===== config.mk =====
export PLATFORM = sky130hd
export DESIGN_NAME = vec_mem_seq_flat
export DESIGN_NICKNAME = d
export VERILOG_FILES = /design/src/rtl/vec_mem_seq_pkg.sv /design/src/rtl/vec_mem_seq_if.sv /design/src/rtl/vec_mem_seq_rd_lat_pipe.sv /design/src/rtl/vec_mem_seq.sv /design/src/flat_wrapper.sv
export SDC_FILE = /design/constraint.sdc
export NUM_CORES = 1
export LEC_CHECK = 0
export ABC_AREA = 1
export CAP_MARGIN = 10
export CELL_PAD_IN_SITES_DETAIL_PLACEMENT = 0
export CELL_PAD_IN_SITES_GLOBAL_PLACEMENT = 2
export CORE_ASPECT_RATIO = 0.8
export CORE_UTILIZATION = 36
export DETAILED_ROUTE_END_ITERATION = 8
export DONT_BUFFER_PORTS = 1
export GPL_TIMING_DRIVEN = 0
export PLACE_DENSITY_LB_ADDON = 0.08
export SYNTH_ARGS = -nofsm -noshare
export SYNTH_HDL_FRONTEND = slang
export SYNTH_SLANG_ARGS = --single-unit

===== constraint.sdc =====
create_clock -name clk -period 4 [get_ports clk]
set_input_delay 0.4 -clock clk [delete_from_list [all_inputs] [get_ports clk]]
set_output_delay 0.4 -clock clk [all_outputs]
set_load 0.03 [all_outputs]

===== src/rtl/vec_mem_seq_pkg.sv =====
// Shared constants and types for the CVP14 vector load/store sequencer.
package cvp14_pkg;

    localparam logic [3:0] VLD = 4'b0100;
    localparam logic [3:0] VST = 4'b0101;

    localparam int VLEN    = 16;
    localparam int DW      = 16;
    localparam int VREG_W  = VLEN * DW;
    localparam int VRIDX_W = 3;
    localparam int AW      = 16;

    typedef enum logic [1:0] {
        IDLE,
        ISSUE,
        DRAIN,
        WB
    } vseq_state_e;

endpackage


===== src/rtl/vec_mem_seq_if.sv =====
// Data-memory port between the vector sequencer (master) and the arbiter/memory (slave).
interface vec_mem_seq_if
    import cvp14_pkg::*;
#(
    parameter int DW = cvp14_pkg::DW
);

    logic [AW-1:0] mem_addr;
    logic          mem_rd;
    logic          mem_wr;
    logic [DW-1:0] mem_wdata;
    logic [DW-1:0] mem_rdata;
    logic          mem_gnt;

    modport master (
        output mem_addr,
        output mem_rd,
        output mem_wr,
        output mem_wdata,
        input  mem_rdata,
        input  mem_gnt
    );

    modport slave (
        input  mem_addr,
        input  mem_rd,
        input  mem_wr,
        input  mem_wdata,
        output mem_rdata,
        output mem_gnt
    );

endinterface


===== src/rtl/vec_mem_seq_rd_lat_pipe.sv =====
// Valid-bit delay line marking the cycle in which an accepted read returns its data.
module rd_lat_pipe #(
    parameter int RD_LAT = 1
) (
    input  logic clk,
    input  logic rst_n,
    input  logic vld_i,
    output logic vld_o
);

    logic [RD_LAT-1:0] sr_q;
    logic [RD_LAT-1:0] sr_d;

    generate
        if (RD_LAT == 1) begin : g_one
            assign sr_d = vld_i;
        end else begin : g_multi
            assign sr_d = {sr_q[RD_LAT-2:0], vld_i};
        end
    endgenerate

    // Reset flushes every in-flight marker so late data is never captured.
    always_ff @(posedge clk or negedge rst_n) begin
        if (!rst_n) begin
            sr_q <= '0;
        end else begin
            sr_q <= sr_d;
        end
    end

    assign vld_o = sr_q[RD_LAT-1];

endmodule


===== src/rtl/vec_mem_seq.sv =====
// Moves one vector register between the register file and memory, one element per granted cycle.
module vec_mem_seq
    import cvp14_pkg::*;
#(
    parameter int VLEN   = cvp14_pkg::VLEN,
    parameter int DW     = cvp14_pkg::DW,
    parameter int RD_LAT = 1
) (
    input  logic               clk,
    input  logic               rst_n,
    input  logic               start,
    input  logic               is_store,
    input  logic [AW-1:0]      base_addr,
    input  logic [VRIDX_W-1:0] vreg_idx,
    input  logic [VLEN*DW-1:0] vst_data,
    output logic               busy,
    output logic               done,
    vec_mem_seq_if.master      mem,
    output logic               vrf_wr_en,
    output logic [VRIDX_W-1:0] vrf_wr_dst,
    output logic [VLEN*DW-1:0] vrf_wr_data
);

    localparam int IW = $clog2(VLEN);
    localparam int CW = IW + 1;

    typedef logic [VLEN-1:0][DW-1:0] vec_t;

    vseq_state_e        state_q, state_d;
    logic               is_store_q;
    logic [AW-1:0]      base_q;
    logic [VRIDX_W-1:0] vreg_q;
    vec_t               vec_q, vec_d;
    logic [CW-1:0]      icnt_q, icnt_d;
    logic [CW-1:0]      ccnt_q, ccnt_d;
    logic               done_q, done_d;

    logic issue;
    logic start_acc;
    logic rd_acc;
    logic rd_ret;

    assign issue     = (state_q == ISSUE);
    assign busy      = (state_q != IDLE) | done_q;
    assign start_acc = (state_q == IDLE) & start & ~busy;
    assign rd_acc    = issue & ~is_store_q & mem.mem_gnt;

    rd_lat_pipe #(
        .RD_LAT (RD_LAT)
    ) u_rd_lat (
        .clk   (clk),
        .rst_n (rst_n),
        .vld_i (rd_acc),
        .vld_o (rd_ret)
    );

    always_ff @(posedge clk or negedge rst_n) begin
        if (!rst_n) begin
            state_q <= IDLE;
            icnt_q  <= '0;
            ccnt_q  <= '0;
            done_q  <= 1'b0;
        end else begin
            state_q <= state_d;
            icnt_q  <= icnt_d;
            ccnt_q  <= ccnt_d;
            done_q  <= done_d;
        end
    end

    always_ff @(posedge clk or negedge rst_n) begin
        if (!rst_n) begin
            is_store_q <= 1'b0;
            base_q     <= '0;
            vreg_q     <= '0;
            vec_q      <= '0;
        end else begin
            vec_q <= vec_d;
            if (start_acc) begin
                is_store_q <= is_store;
                base_q     <= base_addr;
                vreg_q     <= vreg_idx;
            end
        end
    end

    // One buffer serves both directions: store source on VST, assembly target on VLD.
    always_comb begin
        vec_d  = vec_q;
        ccnt_d = ccnt_q;
        if (start_acc) begin
            vec_d  = vec_t'(vst_data);
            ccnt_d = '0;
        end else if (rd_ret) begin
            vec_d[ccnt_q[IW-1:0]] = mem.mem_rdata;
            ccnt_d                = ccnt_q + CW'(1);
        end
    end

    // DRAIN looks at ccnt_d so WB follows the final capture without a dead cycle.
    always_comb begin
        state_d = state_q;
        icnt_d  = icnt_q;
        done_d  = 1'b0;
        unique case (state_q)
            IDLE: begin
                if (start_acc) begin
                    state_d = ISSUE;
                    icnt_d  = '0;
                end
            end
            ISSUE: begin
                if (mem.mem_gnt) begin
                    icnt_d = icnt_q + CW'(1);
                    if (icnt_q == CW'(VLEN - 1)) begin
                        if (is_store_q) begin
                            state_d = IDLE;
                            done_d  = 1'b1;
                        end else begin
                            state_d = DRAIN;
                        end
                    end
                end
            end
            DRAIN: begin
                if (ccnt_d == CW'(VLEN)) begin
                    state_d = WB;
                end
            end
            WB: begin
                state_d = IDLE;
            end
            default: begin
                state_d = IDLE;
            end
        endcase
    end

    always_comb begin
        mem.mem_rd    = issue & ~is_store_q;
        mem.mem_wr    = issue & is_store_q;
        mem.mem_addr  = '0;
        mem.mem_wdata = '0;
        if (issue) begin
            mem.mem_addr  = base_q + AW'(icnt_q);
            mem.mem_wdata = vec_q[icnt_q[IW-1:0]];
        end
    end

    assign vrf_wr_en   = (state_q == WB);
    assign vrf_wr_dst  = vrf_wr_en ? vreg_q : '0;
    assign vrf_wr_data = vrf_wr_en ? vec_q : '0;
    assign done        = vrf_wr_en | done_q;

endmodule


===== src/flat_wrapper.sv =====
// flat-port wrapper written by rule: the top's interface ports become plain ports
module vec_mem_seq_flat import cvp14_pkg::*;
#(
    parameter int VLEN   = cvp14_pkg::VLEN,
    parameter int DW     = cvp14_pkg::DW,
    parameter int RD_LAT = 1
)
  (clk, rst_n, start, is_store, base_addr, vreg_idx, vst_data, busy, done, vrf_wr_en, vrf_wr_dst, vrf_wr_data, mem_mem_addr, mem_mem_rd, mem_mem_wr, mem_mem_wdata, mem_mem_rdata, mem_mem_gnt);
  vec_mem_seq_if #(.DW(DW)) mem_i ();
  input  logic clk;
  input  logic rst_n;
  input  logic start;
  input  logic is_store;
  input  logic [AW-1:0] base_addr;
  input  logic [VRIDX_W-1:0] vreg_idx;
  input  logic [VLEN*DW-1:0] vst_data;
  output logic busy;
  output logic done;
  output logic vrf_wr_en;
  output logic [VRIDX_W-1:0] vrf_wr_dst;
  output logic [VLEN*DW-1:0] vrf_wr_data;
  output wire logic [$bits(mem_i.mem_addr)-1:0] mem_mem_addr;
  output wire logic [$bits(mem_i.mem_rd)-1:0] mem_mem_rd;
  output wire logic [$bits(mem_i.mem_wr)-1:0] mem_mem_wr;
  output wire logic [$bits(mem_i.mem_wdata)-1:0] mem_mem_wdata;
  input wire logic [$bits(mem_i.mem_rdata)-1:0] mem_mem_rdata;
  input wire logic [$bits(mem_i.mem_gnt)-1:0] mem_mem_gnt;
  assign mem_mem_addr = mem_i.mem_addr;
  assign mem_mem_rd = mem_i.mem_rd;
  assign mem_mem_wr = mem_i.mem_wr;
  assign mem_mem_wdata = mem_i.mem_wdata;
  assign mem_i.mem_rdata = mem_mem_rdata;
  assign mem_i.mem_gnt = mem_mem_gnt;
  vec_mem_seq #(.VLEN(VLEN), .DW(DW), .RD_LAT(RD_LAT)) u_core (.clk(clk), .rst_n(rst_n), .start(start), .is_store(is_store), .base_addr(base_addr), .vreg_idx(vreg_idx), .vst_data(vst_data), .busy(busy), .done(done), .mem(mem_i), .vrf_wr_en(vrf_wr_en), .vrf_wr_dst(vrf_wr_dst), .vrf_wr_data(vrf_wr_data));
endmodule

---- Word level (Yosys, flattened, before mapping) ----
Cells that the tools add are included.
word-level totals
  register bits ........................... 290
  input port bits ......................... 296
  output and inout port bits .............. 296
  logic and storage cells ................. 81
operators by class
  add/sub/neg operators ................... 3
  magnitude comparators ................... 3
  equal/unequal tests ..................... 9
  muxes and demuxes ....................... 26
  bitwise operators ....................... 9
  reduce and logical (&&, ||, !) cells .... 7
operators by type and width
  kind                                                    number
  2-to-1 mux 256 bit                                      3
  bitwise mux 256 bit                                     1
  binary-select mux 16 bit (select 4 bit)                 1
  demux 16 bit (select 4 bit)                             1
  2-to-1 mux 16 bit                                       4
  2-to-1 mux 5 bit                                        4
  adder 16 x 5 -> 16 bit                                  1
  adder 5 x 1 -> 5 bit (second input constant)            2
  < comparator 4 x 5 -> 1 bit (second input constant)     2
  2-to-1 mux 2 bit                                        5
  one-hot mux 5 bit (2 select lines)                      1
  one-hot mux 2 bit (4 select lines)                      1
  nonzero test 2 bit                                      3
  AND 1 bit                                               5
  == test 5 x 4 -> 1 bit (second input constant)          1
  == test 5 bit (second input constant)                   1
  == test 2 bit (second input constant)                   2
  >= comparator 4 x 1 -> 1 bit (second input constant)    1
  2-to-1 mux 1 bit                                        4
  inequality test 2 x 1 -> 1 bit (second input constant)  2
  inequality test 2 bit (second input constant)           2
  AND reduction 4 bit                                     1
  2-to-1 mux 3 bit                                        1
  AND reduction 3 bit                                     1
  5 further kinds                                         7

---- Logic depth before layout (Yosys ltp) ----
Gate-level depths: netlist of run 1.
  depth in word-level cells ............... 8
  depth in mapped cells ................... 14
  gate-level depth less buffers ........... 12

---- By module ----
A second synthesis of run 1 with hierarchy kept.
unflattened totals
  cell total of the unflattened synthesis .. 2,888
  area, all modules ....................... 18,919.4 µm²
by module, submodules not included
  module       times used  cells each  area each (µm²)  sequential area each (µm²)
  vec_mem_seq  1           2,887       18,894.4         7,231.9
  rd_lat_pipe  1           1           25.0             25.0

---- Least setup slack after synthesis of run 1 ----
No wires, ideal clock.
  kind .................................... reg2out
  start ................................... register u_core.icnt_q[0]
  end ..................................... output mem_mem_addr[12]
  data arrival time ....................... 2,003 ps
  required time ........................... 3,600 ps
  path slack .............................. 1,597 ps
  stages on the path, launching flop included .. 10
  path buffers ............................ 0
  cell sequence ........................... dfrtp_1 > ha_1 > fa_1 > nand3_1 > nand3_1 > nand2_1 > a21oi_1 > nand2_1 > nand2_1 > a21oi_1
between the ends
  cells in the longest elaborated chain, start to end .. 2
RTL lines
  element                   RTL line            text
  start: declaration        vec_mem_seq.sv:34   logic [CW-1:0] icnt_q, icnt_d;
  start signal: assignment  vec_mem_seq.sv:65   icnt_q <= icnt_d;
  adder 16 x 5 -> 16 bit    vec_mem_seq.sv:145  mem.mem_addr = base_q + AW'(icnt_q);
  2-to-1 mux 16 bit         vec_mem_seq.sv:144  if (issue) begin
  end: declaration          flat_wrapper.sv:22  output wire logic [$bits(mem_i.mem_addr)-1:0] mem_mem_addr;
Every way passes these cells.

---- Final worst setup path of run 1 ----
  start ................................... register u_core.state_q[0]
  end ..................................... output vrf_wr_data[189]
between the ends
  cells in the longest elaborated chain, start to end .. 2
RTL lines
  element                   RTL line            text
  start: declaration        vec_mem_seq.sv:29   vseq_state_e state_q, state_d;
  start signal: assignment  vec_mem_seq.sv:64   state_q <= state_d;
  == test 2 bit             vec_mem_seq.sv:150  assign vrf_wr_en = (state_q == WB);
  2-to-1 mux 256 bit        vec_mem_seq.sv:152  assign vrf_wr_data = vrf_wr_en ? vec_q : '0;
  end: declaration          flat_wrapper.sv:21  output logic [VLEN*DW-1:0] vrf_wr_data;
Every way passes these cells.

==> impl_metrics.py, run 1 <==
metrics = {
    "outcome": {
        "status": "finished, violations left",
        "violations": "negative hold slack",
    },
    "global_routing": {
        "grt_pass1_vias": 18870,
        "grt_first_pass_wirelength_um": 142900,
        "grt_max_degree": 291,
        "grt_util_met2": 0.5882,
        "antenna_found_initial": 25,
        "grt.met3_usage": 0.1079,
        "grt_util_met1": 0.5453,
        "grt.busiest_layer": "met2",
        "grtUsageTotal": 0.3939,
        "gr-total-overflow": 0,
    },
    "cells_and_area": {
        "drive_gt1_frac": 0.04937,
        "nNetsFinal": 3121,
        "syn_to_final_growth_pct": 13.55,
        "design_area_um2": 20870,
    },
    "yosys": {
        "yosys-top-cells-count": "675 x o21ai_0, 372 x nand2_1, 337 x inv_1",
        "synth_top_cell_area_share": 0.3949,
        "syn-num-nets": 3056,
        "avgSynthCellArea_um2": 6.687,
        "synth_area_leader_cell": "dfrtp_1",
        "yosysMostFrequentCell": "o21ai_0",
        "ys_seq_area_frac": 0.3949,
        "synth_area_leaders": "dfrtp_1 39%, o21ai_0 18%, nand2_1 7.6%",
        "synth_edf_count": 0,
        "ys_warn_count": 0,
        "ys_ff_latch": 290,
        "ys.flop_type": "dfrtp_1",
        "synthCells": 2748,
        "async_flop_share": 1.000,
        "synthesis.area_um2": 18380,
        "synth.distinct_cells": 29,
    },
    "drt": {
        "dr.pass1.iters": 7,
        "via_per_inst": 5.926,
        "drt_iter0_drc": 2658,
        "vias": 20950,
        "drc": 0,
        "wl_per_cell_um": 30.02,
        "wirelength_um": 106100,
        "antenna_left": 0,
    },
    "placed_design": {
        "gp_congestion": 0.9561,
        "place_area_um2": 19290,
        "place_ws_ns": 0.2990,
        "port_buffers": 0,
        "dp_hpwl_um": 80980,
    },
    "sta": {
        "worst_pin_slew_ns": 1.366,
        "min_period_ns": 3.953,
        "grt_setup_unrepaired": "false",
        "worst_slack_ns": 0.04720,
        "max-slew-margin-rel": 0.08920,
        "tns_ns": 0,
        "period_share": 0.9882,
        "finalHoldViolCount": 290,
        "max_freq_mhz": 253.0,
        "fin_hold_ws_ns": -0.4778,
        "drv_slew": 0,
        "finalSetupViolCount": 0,
        "skew_ns": 0.03558,
    },
    "cts": {
        "cts_tree": "built",
        "cts-root-buf": "clkbuf_16",
        "clk_path_buf_depth": 3,
        "clk_pin_slew_ns": 0.06,
        "clk_latency_ns": 0.58,
        "clock_sinks": 290,
        "postCtsSetupBuffers": 0,
        "cts_made_buffers": 37,
        "postCtsHoldBufs": 21,
        "h-tree-depth": 2,
    },
    "floorplanning": {
        "io_pins": 592,
        "die_y_um": 204.1,
        "initial_utilization": 0.3671,
        "fp-row-count": 73,
        "die_area_um2": 51960,
        "coreArea_um2": 50050,
        "die_w_um": 254.6,
    },
    "power": {
        "p_comb_frac": 0.079,
        "p_leak_nw": 9.794,
        "seq_power_share": 0.440,
        "switching_share": 0.2725,
        "clockPowerShare": 0.481,
        "p_int_w": 0.005255,
        "irDropWorstVdd_uv": 224.3,
        "switching_power_w": 0.001968,
        "powerDensity_nw_per_um2": 346.2,
    },
    "setup_path": {
        "ff2ff_setup_slack_ns": 1.14,
        "ff2ff_path_depth": 10,
        "cp-start-kind": "register",
        "crit_arrival_ns": 3.55,
        "cp_max_fo": 10,
        "cp.required_ns": 3.60,
        "r2r-end": "u_core.state_q[0]",
        "path_class": "register to output port",
        "worst_setup_path_end_kind": "output port",
        "worstReg2RegStart": "u_core.icnt_q[2]",
    },
    "flow_run": {
        "cap_violations": 0,
    },
    "worst_hold_path": {
        "holdCritPathClass": "primary input to asynchronous set/reset pin",
    },
}
-- worst max-delay path, stage by stage, from the launching register on --
cell	delay, ns
dfrtp_1	0.37
buf_6	0.13
nand2_1	0.57
clkbuf_1	0.84
clkbuf_1	0.69
nor2_1	0.38
-- state kept, by name, indices dropped and copies added, names as in the netlist, named ones only --
| signal | flops |
|---|---|
| u_core.vec_q | 256 |
| u_core.base_q | 16 |
| u_core.ccnt_q | 5 |
| u_core.icnt_q | 5 |
| u_core.vreg_q | 3 |
| u_core.done_q | 1 |
| u_core.is_store_q | 1 |
| u_core.state_q | 1 |
| u_core.u_rd_lat.vld_o | 1 |
-- worst max-delay path by stage --
stage	start	to	slack [ns]	depth (start not counted)
after floorplan	u_core.icnt_q[0]	mem_mem_addr[12]	1.60	9
after global placement	u_core.icnt_q[1]	mem_mem_wdata[12]	0.31	6
after detailed placement	u_core.icnt_q[1]	mem_mem_wdata[12]	0.30	6
after CTS	u_core.icnt_q[0]	mem_mem_wdata[15]	0.02	8
after global routing	u_core.state_q[0]	vrf_wr_data[189]	0.03	5
final	u_core.state_q[0]	vrf_wr_data[189]	0.05	5
-- cell type report --
class	count	area, µm²
diodes	24	60.06
inverters	342	1284
multi-input cells	1888	8911
well taps	675	844.6
clock buffers	55	1106
flip-flops and latches	290	7257
fillers	5544	29190
plain buffers	228	1015
repair buffers	26	297.8
clock inverters	7	91.34
-- placed cells by master, fill, tap and decap left out, types with 15 or more instances in the layout --
master         synthesis  final
nand2_1              372    372
o21ai_1              245    245
inv_1                337    337
dlygate4sd3_1          0     21
a21oi_1              147    147
clkbuf_16              0     39
buf_2                 15     15
nor2_1               310    310
nand3_1               79     79
clkbuf_2              17     19
clkbuf_1             168    175
diode_2                0     24
dfrtp_1              290    290
o21ai_0              675    675
-- power groups by stage --
| stage | Combinational, W | Sequential [W] | Clock, W |
|---|---|---|---|
| after floorplan | 0.000282 | 0.00318 | 0 |
| after global placement | 0.000516 | 0.00322 | 0 |
| after detailed placement | 0.000530 | 0.00323 | 0 |
| after CTS | 0.000550 | 0.00317 | 0.00349 |
| after global routing | 0.000602 | 0.00319 | 0.00360 |
| final | 0.000570 | 0.00318 | 0.00347 |
-- layer usage --
| layer | vias to the layer above | wire length, µm |
|---|---|---|
| met5 | - | 95 |
| met4 | 14 | 3613 |
| met3 | 199 | 12330 |
| met2 | 1233 | 46360 |
| met1 | 10340 | 43720 |
| li1 | 9166 | - |
-- kinds of logic after synthesis --
group | share of synthesized area
fa+ha+maj | 0.008579
compound gates | 0.3001
flops | 0.3949
simple gates | 0.1654
mux | 0.006128
buf+inv | 0.1249
-- repair_timing --
| action | CTS | global route |
|---|---|---|
| cloned | 0 | 0 |
| endpoints found under the setup margin | 14 | 6 |
| pin swaps | 0 | 0 |
| gates resized for setup | 10 | 7 |
| endpoints found under the hold margin | 311 | 290 |
-- through the flow --
stage               utilization  total power, W  cells
floorplan                     -        0.003464   2748
global placement         0.3840        0.003740   3423
detailed placement       0.3855        0.003756   3427
CTS                      0.4147        0.007213   3510
global route             0.4162        0.007391   3522
finish                   0.4169        0.007224   3535
(Power assumes the default switching activity.)
==> inputs of run 2 (changes only) <==
--- a/config.mk
+++ b/config.mk
@@ -10,9 +10,8 @@
 export CELL_PAD_IN_SITES_DETAIL_PLACEMENT = 0
 export CELL_PAD_IN_SITES_GLOBAL_PLACEMENT = 2
 export CORE_ASPECT_RATIO = 0.8
-export CORE_UTILIZATION = 36
+export CORE_UTILIZATION = 27
 export DETAILED_ROUTE_END_ITERATION = 8
-export DONT_BUFFER_PORTS = 1
 export GPL_TIMING_DRIVEN = 0
 export PLACE_DENSITY_LB_ADDON = 0.08
 export SYNTH_ARGS = -nofsm -noshare
==> run 2 against run 1 <==
Net effect: the run now ends clean; first-iteration DRC count shrank 3.5%; combinational power rose by 69%; cell count increased by 22%; power rose by 3.2%; clock power down 5%; critical path type unchanged; largest cell class unchanged.
==> impl_metrics.py, run 2 (synthesis results as in run 1) <==
metrics = {
    "setup_path": {
        "max_stage_delay_ns": 0.46,
        "cp_slowest_cell": "dlygate4sd2_1",
        "cp-start-kind": "register",
        "crit_arrival_ns": 3.56,
        "cp.required_ns": 3.60,
        "worst_setup_path_end_kind": "output port",
        "worstPathCellList": "buf_2 > buf_2 > buf_4 > clkbuf_4 > a21oi_1 > o21ai_0 > nand2_1 > nand2_1 > a31oi_2 > dlygate4sd2_1",
        "path_class": "register to output port",
        "cp_max_fo": 10,
    },
    "cells_and_area": {
        "design_area_um2": 26880,
        "utilization": 0.3993,
        "final_cell_mix": "675 x o21ai_0, 574 x clkdlybuf4s50_1, 372 x nand2_1, 337 x inv_1, 310 x nor2_1",
        "reg.largest.list": "u_core.vec_q: 256 flops, u_core.base_q: 16 flops",
        "syn_to_final_growth_pct": 46.27,
        "top_register": "u_core.vec_q",
        "largest_register_ffs": 256,
        "nNetsFinal": 3695,
        "final_common_cell": "o21ai_0",
        "drive_gt1_frac": 0.04756,
    },
    "worst_hold_path": {
        "holdCritPathClass": "primary input to asynchronous set/reset pin",
    },
    "floorplanning": {
        "fp-row-count": 85,
        "die_w_um": 293.7,
        "io_pins": 592,
        "initial_utilization": 0.2730,
        "die_area_um2": 69110,
        "coreArea_um2": 67320,
        "die_y_um": 235.3,
    },
    "global_routing": {
        "grt_util_met1": 0.4722,
        "antenna_found_initial": 13,
        "grt_util_met2": 0.5038,
        "grt_pass1_vias": 22070,
        "grt_first_pass_wirelength_um": 162400,
        "grt.met3_usage": 0.06071,
        "grt_max_degree": 108,
        "gr-total-overflow": 0,
        "grt.busiest_layer": "met2",
        "grtUsageTotal": 0.3305,
    },
    "drt": {
        "wl_per_cell_um": 27.33,
        "drc": 0,
        "vias": 22970,
        "via_per_inst": 5.308,
        "antenna_left": 0,
        "dr.pass1.iters": 6,
        "drt_iter0_drc": 2565,
        "wirelength_um": 118300,
    },
    "sta": {
        "finalHoldViolCount": 0,
        "max_freq_mhz": 252.2,
        "tns_ns": 0,
        "max-slew-margin-rel": 0.04828,
        "drv_slew": 0,
        "min_period_ns": 3.965,
        "grt_setup_unrepaired": "false",
        "worst_slack_ns": 0.03523,
        "skew_ns": 0.01703,
        "period_share": 0.9912,
        "worst_pin_slew_ns": 1.428,
        "finalSetupViolCount": 0,
    },
    "placed_design": {
        "dp_hpwl_um": 93030,
        "gp_congestion": 0.9522,
        "place_area_um2": 25570,
        "place_ws_ns": -0.2720,
        "port_buffers": 591,
    },
    "power": {
        "p_leak_nw": 11.99,
        "powerDensity_nw_per_um2": 277.3,
        "total_power_w": 0.007453,
        "irDropWorstVdd_uv": 214.0,
    },
    "cts": {
        "cts_made_buffers": 39,
        "clk_latency_ns": 0.56,
        "cts_tree": "built",
        "clock_sinks": 290,
        "clk_pin_slew_ns": 0.06,
        "clk_path_buf_depth": 3,
        "postCtsSetupBuffers": 0,
        "cts-root-buf": "clkbuf_16",
        "h-tree-depth": 2,
    },
    "outcome": {
        "status": "completed",
    },
    "flow_run": {
        "cap_violations": 0,
    },
}
[run 2: stage by stage]
stage          hold slack [ns]  instances
6_report                0.4225       4328
5_1_grt                 0.4139       4326
4_1_cts                 0.3956       4319
3_5_place_dp            0.4634       4258
3_3_place_gp            0.4662       4252
2_1_floorplan           0.1044       2748
[run 2: worst max-delay path, delay by kind of cell (launching register included)]
kind / cells / cell delay [ns]
buffers and inverters: 5 / 1.34
and+or+nand+nor: 2 / 0.37
DFF: 1 / 0.43
AOI/OAI and AO/OA: 3 / 0.84
[run 2: final cells by class]
type | instances | area, µm²
Fill cell | 7264 | 40440
Multi-Input combinational cell | 1888 | 8961
Sequential cell | 290 | 7258
Timing Repair Buffer | 598 | 6042
Inverter | 342 | 1285
Tap cell | 913 | 1142
Clock buffer | 56 | 1100
Buffer | 228 | 1045
Clock inverter | 4 | 23.77
Antenna cell | 9 | 22.52
[run 2: worst paths after layout]
check	from	to	slack, ns	cells after the start
worst min-delay path	rst_n	u_core.vec_q[153]	0.42	2
worst min register to register	u_core.vec_q[151]	u_core.vec_q[151]	0.49	2
min in group clk	vreg_idx[0]	u_core.vreg_q[0]	0.42	3
worst max register to register	register	u_core.vec_q[205]	1.36	8
max in group asynchronous	rst_n	u_core.vec_q[215]	1.93	4
worst max-delay path	u_core.icnt_q[0]	mem_mem_wdata[12]	0.04	10
[run 2: routing by layer]
metal,part of all wire,up-vias,routed length (µm)
met5,0.00031,-,37
li1,-,10280,-
met2,0.44,1194,52560
met3,0.083,154,9845
met1,0.45,11340,52720
met4,0.026,6,3126
[run 2: what timing repair did]
item | 4_1_cts | 5_1_grt
gates resized for setup | 55 | 11
setup endpoints to repair | 64 | 12
hold buffers | 1 | 0
endpoints found under the hold margin | 88 | 0
[run 2: report_power, final]
| part | leakage [nW] | internal [W] | switching (W) |
|---|---|---|---|
| registers | 3.38 | 0.00307 | 0.000114 |
| logic | 8.06 | 0.000398 | 0.000563 |
| clock network | 0.553 | 0.00189 | 0.00142 |
| total | 12.0 | 0.00535 | 0.00210 |
==> inputs of run 3 (changes only) <==
--- a/config.mk
+++ b/config.mk
@@ -10,6 +10,7 @@
 export CELL_PAD_IN_SITES_DETAIL_PLACEMENT = 0
 export CELL_PAD_IN_SITES_GLOBAL_PLACEMENT = 2
 export CORE_ASPECT_RATIO = 0.8
+export CORE_MARGIN = 5
 export CORE_UTILIZATION = 27
 export DETAILED_ROUTE_END_ITERATION = 8
 export GPL_TIMING_DRIVEN = 0
==> constraint.sdc (replaced) <==
create_clock -name clk -period 4 [get_ports clk]
set_input_delay 0.6 -clock clk [delete_from_list [all_inputs] [get_ports clk]]
set_output_delay 0.6 -clock clk [all_outputs]
set_load 0.03 [all_outputs]
==> run 3 against run 2 <==
Net effect: the flow now finishes with violations (negative hold slack); non-clock buffer count increased by 1; hold slack lost 0.44 ns; clock skew down 0.0031 ns; register-to-register slack improved by 0.04 ns; critical endpoint is now mem_mem_wdata[13]; die area increased by 6.2%.
==> impl_metrics.py, run 3 (synthesis results as in run 1) <==
metrics = {
    "cells_and_area": {
        "reg.largest.list": "u_core.vec_q: 256 flops, u_core.base_q: 16 flops",
        "syn_to_final_growth_pct": 47.45,
        "final_common_cell": "o21ai_0",
        "multi_input_area_um2": 9020,
        "final_cell_mix": "670 x o21ai_0, 572 x clkdlybuf4s50_1, 371 x nand2_1, 337 x inv_1, 310 x nor2_1",
        "nNetsFinal": 3695,
        "top_register": "u_core.vec_q",
        "nFillCells": 7229,
        "stdcell_count": 4338,
        "drive_gt1_frac": 0.05536,
        "largest_register_ffs": 256,
        "register_area_um2": 7258,
    },
    "placed_design": {
        "dp.cells": 4259,
        "dp_hpwl_um": 95390,
        "gp_congestion": 0.9683,
        "port_buffers": 591,
    },
    "floorplanning": {
        "die_w_um": 301.7,
        "fp-row-count": 85,
        "coreArea_um2": 67320,
        "die_area_um2": 73410,
        "io_pins": 592,
        "initial_utilization": 0.2730,
        "die_y_um": 243.3,
    },
    "drt": {
        "via_per_inst": 5.297,
        "drc": 0,
        "wl_per_cell_um": 27.92,
        "antenna_left": 0,
        "wirelength_um": 121100,
        "dr.pass1.iters": 6,
        "vias": 22980,
        "drt_iter0_drc": 2644,
    },
    "cts": {
        "postCtsSetupBuffers": 0,
        "clk_path_buf_depth": 3,
        "cts-root-buf": "clkbuf_16",
        "cts_tree": "built",
        "clock_sinks": 290,
        "cts_made_buffers": 38,
        "clk_pin_slew_ns": 0.06,
        "clk_latency_ns": 0.58,
        "h-tree-depth": 2,
    },
    "sta": {
        "grt_setup_unrepaired": "false",
        "min_period_ns": 3.981,
        "tns_ns": 0,
        "finalHoldViolCount": 5,
        "finalSetupViolCount": 0,
        "period_share": 0.9953,
        "fin_hold_ws_ns": -0.01956,
        "skew_ns": 0.01397,
        "drv_slew": 0,
        "worst_pin_slew_ns": 1.425,
        "max-slew-margin-rel": 0.04979,
        "max_freq_mhz": 251.2,
    },
    "global_routing": {
        "grt_pass1_vias": 22150,
        "gr-total-overflow": 0,
        "grtUsageTotal": 0.3140,
        "antenna_found_initial": 16,
        "grt_max_degree": 105,
        "grt_first_pass_wirelength_um": 166300,
    },
    "setup_path": {
        "crit_arrival_ns": 3.38,
        "cp.required_ns": 3.40,
        "worstReg2RegStart": "u_core.state_q[0]",
        "path_class": "register to output port",
        "r2r-end": "u_core.vec_q[207]",
        "cp-start-kind": "register",
        "worst_setup_path_end_kind": "output port",
        "ff2ff_path_depth": 9,
        "cp_max_fo": 10,
        "ff2ff_setup_slack_ns": 1.40,
    },
    "power": {
        "powerDensity_nw_per_um2": 283.4,
        "irDropWorstVdd_uv": 212.0,
        "p_leak_nw": 12.06,
    },
    "outcome": {
        "violations": "negative hold slack",
        "status": "finished, violations left",
    },
    "worst_hold_path": {
        "holdCritPathClass": "primary input to asynchronous set/reset pin",
    },
    "flow_run": {
        "cap_violations": 0,
    },
}
-- run 3: cell count changes in the layout (fill, tap and decap cells not counted), moves of 3 or more --
cell	previous run	this run
clkbuf_8	6	10
clkdlybuf4s15_1	1	4
a31oi_2	10	4
dlygate4sd2_1	14	0
clkbuf_1	162	157
a31oi_4	5	11
o21ai_0	675	670
clkbuf_2	35	41
o21ai_1	245	249
clkdlybuf4s15_2	1	7
-- run 3: worst max-delay path: stages (launching register included) --
cell             delay, ns
dfrtp_1               0.41
clkbuf_4              0.26
buf_4                 0.21
buf_4                 0.24
buf_2                 0.30
nand2_1               0.12
o211ai_1              0.17
nand3_1               0.24
nand3_1               0.21
a31oi_2               0.20
clkdlybuf4s15_1       0.42
-- run 3: final cells by class --
cell class	count	area share
inverter	342	0.04742
clock inverter	7	0.003048
timing repair buffer	599	0.2241
buffer	228	0.03888
multi-input combinational	1888	0.3329
antenna	11	0.001016
clock buffer	60	0.04262
tap	913	0.04216
sequential	290	0.2679
-- run 3: layer usage --
| metal | up-vias | GRT usage | share of wire |
|---|---|---|---|
| met1 | 11380 | 0.4562 | 0.45 |
| li1 | 10300 | - | - |
| met2 | 1139 | 0.4836 | 0.44 |
| met3 | 153 | 0.05038 | 0.080 |
| met5 | - | 0 | 0.000058 |
| met4 | 2 | 0.08742 | 0.026 |
-- run 3: power by group --
group          internal [W]  switching (W)  total (W)
Combinational      0.000400       0.000568   0.000968
Sequential          0.00307       0.000114    0.00318
Clock               0.00205        0.00148    0.00353
Total               0.00551        0.00217    0.00768
-- run 3: worst max path at each step --
stage,start,end,slack (ns),cells past startpoint
final,u_core.icnt_q[0],mem_mem_wdata[13],0.02,10
after global routing,u_core.icnt_q[0],mem_mem_wdata[1],0.002,9
after CTS,u_core.icnt_q[0],mem_mem_wdata[12],-0.04,10
after detailed placement,u_core.icnt_q[1],mem_mem_wdata[12],-0.39,7
after global placement,rst_n,u_core.vec_q[215],-11.84,1
after floorplan,u_core.icnt_q[0],mem_mem_addr[12],1.40,9
-- run 3: what timing repair did --
| item | in CTS | in global routing |
|---|---|---|
| hold buffers | 0 | 0 |
| pin swaps | 0 | 2 |
| resized for setup | 86 | 35 |
| setup endpoints to repair | 206 | 18 |
-- run 3: stage by stage --
stage | power [W] | utilization | area (µm²) | setup slack (ns) | hold WS, ns
after floorplan | 0.003464 | - | 18380 | 1.397 | 0.3044
after global placement | 0.004158 | 0.3778 | 25430 | -11.84 | 0.4661
after detailed placement | 0.004173 | 0.3800 | 25580 | -0.3885 | 0.4737
after CTS | 0.007711 | 0.4012 | 27010 | -0.03835 | 0.03893
after global routing | 0.007908 | 0.4025 | 27100 | 0.001982 | 0.05023
final | 0.007680 | 0.4025 | 27100 | 0.01900 | -0.01956
